<file path="src/rtl/adder_arbiter_rr.sv">
// Two requesters share one registered WIDTH-bit adder through a round-robin grant.
// The result is held on a valid/ready response channel that supports one result per cycle.
//
// state | meaning
// IDLE  | no result held, rsp_valid=0
// RESP  | result held, rsp_valid=1
module adder_arbiter_rr #(
  parameter int WIDTH = 32
) (
  input  logic             clk,
  input  logic             rst_n,
  input  logic             req0_valid,
  input  logic [WIDTH-1:0] req0_a,
  input  logic [WIDTH-1:0] req0_b,
  output logic             req0_ready,
  input  logic             req1_valid,
  input  logic [WIDTH-1:0] req1_a,
  input  logic [WIDTH-1:0] req1_b,
  output logic             req1_ready,
  output logic             rsp_valid,
  output logic             rsp_id,
  output logic [WIDTH-1:0] rsp_sum,
  output logic             rsp_carry,
  input  logic             rsp_ready
);

  typedef enum logic {IDLE, RESP} state_t;

  state_t           state, state_nxt;
  logic             prio;
  logic             grant0, grant1;
  logic             can_accept;
  logic             xfer;
  logic [WIDTH-1:0] op_a, op_b;
  logic [WIDTH:0]   sum_full;

  assign grant0 = req0_valid & (~req1_valid | ~prio);
  assign grant1 = req1_valid & (~req0_valid |  prio);

  // Readies are gated by rst_n so nothing is offered while reset is held.
  assign can_accept = rst_n & ((state == IDLE) | rsp_ready);
  assign req0_ready = grant0 & can_accept;
  assign req1_ready = grant1 & can_accept;
  assign xfer       = req0_ready | req1_ready;

  assign op_a     = req1_ready ? req1_a : req0_a;
  assign op_b     = req1_ready ? req1_b : req0_b;
  assign sum_full = {1'b0, op_a} + {1'b0, op_b};

  assign rsp_valid = (state == RESP);

  always_comb begin
    state_nxt = state;
    case (state)
      IDLE: if (xfer) state_nxt = RESP;
      RESP: begin
        if (xfer)           state_nxt = RESP;
        else if (rsp_ready) state_nxt = IDLE;
      end
      default: state_nxt = IDLE;
    endcase
  end

  always_ff @(posedge clk or negedge rst_n) begin
    if (!rst_n) begin
      state     <= IDLE;
      prio      <= 1'b0;
      rsp_id    <= 1'b0;
      rsp_sum   <= '0;
      rsp_carry <= 1'b0;
    end else begin
      state <= state_nxt;
      if (xfer) begin
        rsp_sum   <= sum_full[WIDTH-1:0];
        rsp_carry <= sum_full[WIDTH];
        rsp_id    <= req1_ready;
        // Point at the requester that was not served.
        prio      <= req0_ready;
      end
    end
  end

endmodule

</file>
<file path="config.mk">
export PLATFORM = sky130hd
export DESIGN_NAME = adder_arbiter_rr
export DESIGN_NICKNAME = d
export VERILOG_FILES = /design/src/rtl/adder_arbiter_rr.sv
export SDC_FILE = /design/constraint.sdc
export NUM_CORES = 1
export LEC_CHECK = 0
export ABC_CLOCK_PERIOD_IN_PS = 4400
export BUFFER_PORTS_ARGS = -buffer_cell sky130_fd_sc_hd__buf_2
export CORE_ASPECT_RATIO = 1.1
export CORE_MARGIN = 2
export CORE_UTILIZATION = 45
export DETAILED_ROUTE_END_ITERATION = 8
export PLACE_DENSITY = 0.76
export SYNTH_ARGS = -nofsm -noshare
export SYNTH_HDL_FRONTEND = slang
export SYNTH_SLANG_ARGS = --single-unit
</file>
<file path="constraint.sdc">
create_clock -name clk -period 4.4 [get_ports clk]
set_input_delay 0.22 -clock clk [delete_from_list [all_inputs] [get_ports clk]]
set_output_delay 0.22 -clock clk [all_outputs]
set_load 0.01 [all_outputs]
</file>
==> impl_metrics.yaml <==
power_and_ir_drop:
  power_density_nw_per_um2: 404
  internal_power_mw: 1.10
  p_leak_nw: 2.72
  pwr-share-seq_pct: 28.5
  combPwrFrac_pct: 59.3
  ir_drop_v: 0.000158
  swShare_pct: 46.1
  switching_power_mw: 0.937
  pwr-share-clk_pct: 12.2
synth:
  netlist-cell-type-count: 47
  synthCells: 617
  yosys_warnings: 0
  avgSynthCellArea_sq_um: 6.47
  yosysSeqAreaShare_pct: 22.6
  syn-num-nets: 783
  ys_dominant_reg_cell: "dfrtp_1"
  async_flop_share_pct: 100
  ys_seq_elements: 36
  netlist_area_sq_um: 3990
  synth_edf_count: 0
timing:
  report.final.hold_viol_count: 0
  fin_setup_tns_ns: 0
  fin_skew_ns: 0.00821
  setup_viol: 0
  fmax_mhz: 289
  max_slew_margin_pct: 38.5
  min_period_ns: 3.46
  tightest_slew_ns: 0.920
  timing.final.ws_setup_ns: 0.940
  drv_slew: 0
  rsz0062_at_grt: "no"
  fin_crit_sh_pct: 78.6
global_routing:
  antenna_found_initial: 0
  grt_pass1_vias: 4590
  track_usage_pct: 26.1
  grt_max_degree: 68
  grt-ovfl-total: 0
  grt_pass1_wl_mm: 20.4
cells_and_area:
  post-route-util_pct: 57.6
  fin_nets: 933
  drive_gt1_share_pct: 25.5
  num-fill-cells: 923
  n_antenna_cell: 0
  synthToLayoutAreaGrowth_pct: 26.0
  stdcell_count: 882
placed_design:
  preCtsSetupSlack_ns: 1.01
  hpwl_mm: 9.91
  place_congestion: 0.904
  dp.cells: 874
  portBuffers: 169
run_status:
  status: "completed"
worst_setup_path:
  path_buf_inv: 2
  worstPathRequired_ns: 4.58
  startpoint_type: "register"
  crit_path_top_delay_cell: "dfrtp_1"
  cpLargestDelayFamily: "compound AO/OA/AOI/OAI gates"
  critPathCaptureType: "register"
  critPathMaxFanout: 32
  crit_chain: "o2111ai_4 -> inv_2 -> buf_4 -> nand2_1 -> nand2_1 -> ha_1 -> fa_1 -> a21o_1 -> a311oi_1 -> or3_4 -> a21o_1 -> o31a_1 -> xor2_1 -> a21oi_1"
  slowest_delay_ns: 0.42
  crit_type: "reg -> reg"
  arrival_ns: 3.64
clock_network:
  hold_buffers: 0
  numCtsBuffers: 5
  cts_tree: "built"
  cts_max_level: 2
  cts_resized: 0
  path_clk_slew_ns: 0.08
  clock_latency_ns: 0.30
  clkSinkCount: 36
  clock-root-buffer: "clkbuf_8"
  ctsLongestPathBuffers: 2
  cts_setup_buffers: 0
routing:
  drt_pass1_iterations: 4
  drt_iter0_drc: 246
  avgViaCountPerCell: 5.39
  final_antenna_net_count: 0
  wl_per_cell_microns: 14.1
  drc: 0
  finalWirelength_mm: 12.5
  vias: 4750
floorplanning:
  start_util_pct: 45.7
  pin_count: 170
  rows: 36
  die_area_sq_um: 9650
  die_w_microns: 93.8
  dieHeight_microns: 103
  core_sq_um: 8740
run:
  maxCapViolations: 0
hold_path:
  min_path_type: "in -> async"
## worst reg2reg max path, stage by stage (launching register included)
cell and delay (ns):
dfrtp_1 0.42, o2111ai_4 0.24, inv_2 0.06, buf_4 0.24, nand2_1 0.10, nand2_1 0.05
ha_1 0.25, fa_1 0.41, a21o_1 0.22, a311oi_1 0.40, or3_4 0.22, a21o_1 0.22
o31a_1 0.24, xor2_1 0.16, a21oi_1 0.09
## power groups by stage
stage,sequential [mW],clock (mW),combinational [mW]
after floorplan,0.641,0,0.713
final,0.581,0.248,1.21
after global placement,0.583,0,1.18
after global routing,0.596,0.263,1.35
after CTS,0.580,0.251,1.20
after detailed placement,0.585,0,1.20
## through the flow
step                      power, mW  hold WS, ns  cell area [sq um]
after floorplan                1.35      -0.0756               3990
after global placement         1.76        0.422               4940
after detailed placement       1.78        0.414               4940
after CTS                      2.03       0.0835               5030
after global routing           2.21        0.110               5030
final                          2.03       0.0657               5030
## cells in the mapped netlist, types with 2 or more instances
library cell	count	area share [%]
a21oi_1	47	5.9
inv_1	15	1.4
nor2_1	55	5.2
a31oi_1	4	0.63
o21bai_1	6	1.1
ha_1	32	10
dfrtp_1	36	23
clkbuf_1	27	2.5
or2_2	3	0.47
nand3_1	7	0.88
buf_1	6	0.56
nor2b_1	5	0.78
o31a_1	2	0.44
nand4_1	8	1.3
o21a_1	5	0.94
xnor2_1	11	2.4
a311oi_1	2	0.44
and2_1	2	0.31
a21o_1	14	2.6
nand2b_1	2	0.31
o31ai_1	4	0.75
nand2_1	237	22
a31o_2	2	0.44
xor2_1	7	1.5
mux2i_1	4	1.0
a221o_1	3	0.75
o2111ai_1	3	0.66
o211ai_1	5	0.94
o21ai_0	20	2.5
a221oi_1	3	0.66
a211oi_1	9	1.7
and3_1	6	0.94
nor4b_1	4	0.88
nor3_1	8	1.0
## cell families (layout without fill, tap and decap cells)
family	Yosys count	after routing	share of synthesized area, %
simple gates	341	341	35.1
fa+ha+maj	33	33	10.5
compound gates	136	136	22.1
mux	5	5	1.28
buf+inv	48	199	4.51
xor+xnor	18	18	3.95
flops	36	36	22.6
## sequential cells by signal (all words and copies together), names as in the netlist
name and flops:
rsp_valid 1, rsp_id 1, prio 1, rsp_carry 1, rsp_sum 32
## final timing paths
| kind | endpoint | slack [ns] | from | cells past startpoint |
|---|---|---|---|---|
| max | rsp_sum[20] | 0.94 | prio | 14 |
| min | rsp_sum[10] | 0.07 | rst_n | 2 |
| max reg2reg | rsp_sum[20] | 0.94 | prio | 14 |
| min reg2reg | rsp_sum[1] | 0.47 | rsp_sum[1] | 2 |
| max in group asynchronous | rsp_sum[15] | 3.97 | rst_n | 2 |
| min in group clk | prio | 0.25 | req0_valid | 3 |
## layout by cell type, fill, tap and decap left out, types with 6 or more instances in the layout
master / Yosys / layout
o21bai_1: 6 / 6
nor2_1: 55 / 54
buf_4: 0 / 6
a21o_1: 14 / 14
a211oi_1: 9 / 9
buf_2: 0 / 169
and3_1: 6 / 6
nand4_1: 8 / 8
ha_1: 32 / 32
nor3_1: 8 / 8
xor2_1: 7 / 7
nand2_1: 237 / 237
a21oi_1: 47 / 47
nand3_1: 7 / 7
inv_1: 15 / 14
o21ai_0: 20 / 20
dfrtp_1: 36 / 36
xnor2_1: 11 / 11
## cell type report
type,count,area [sq um],share of cell area [%]
Inverter,15,56.3,1.12
Timing Repair Buffer,176,911,18.1
Clock buffer,5,68.8,1.37
Tap cell,114,143,2.84
Multi-Input combinational cell,533,2930,58.3
Sequential cell,36,901,17.9
Clock inverter,3,18.8,0.373
## routing by layer
layer  part of all wire [%]  up-vias  global-route usage (%)  wire length, microns
li1                       -     2395                       -                     -
met1                     41     2154                    29.3                  5130
met2                     50      179                    49.5                  6210
met3                    5.8       22                    3.95                   727
met4                    3.2        0                    10.5                   393
met5                      0        -                       0                     0
(Power assumes the default switching activity.)
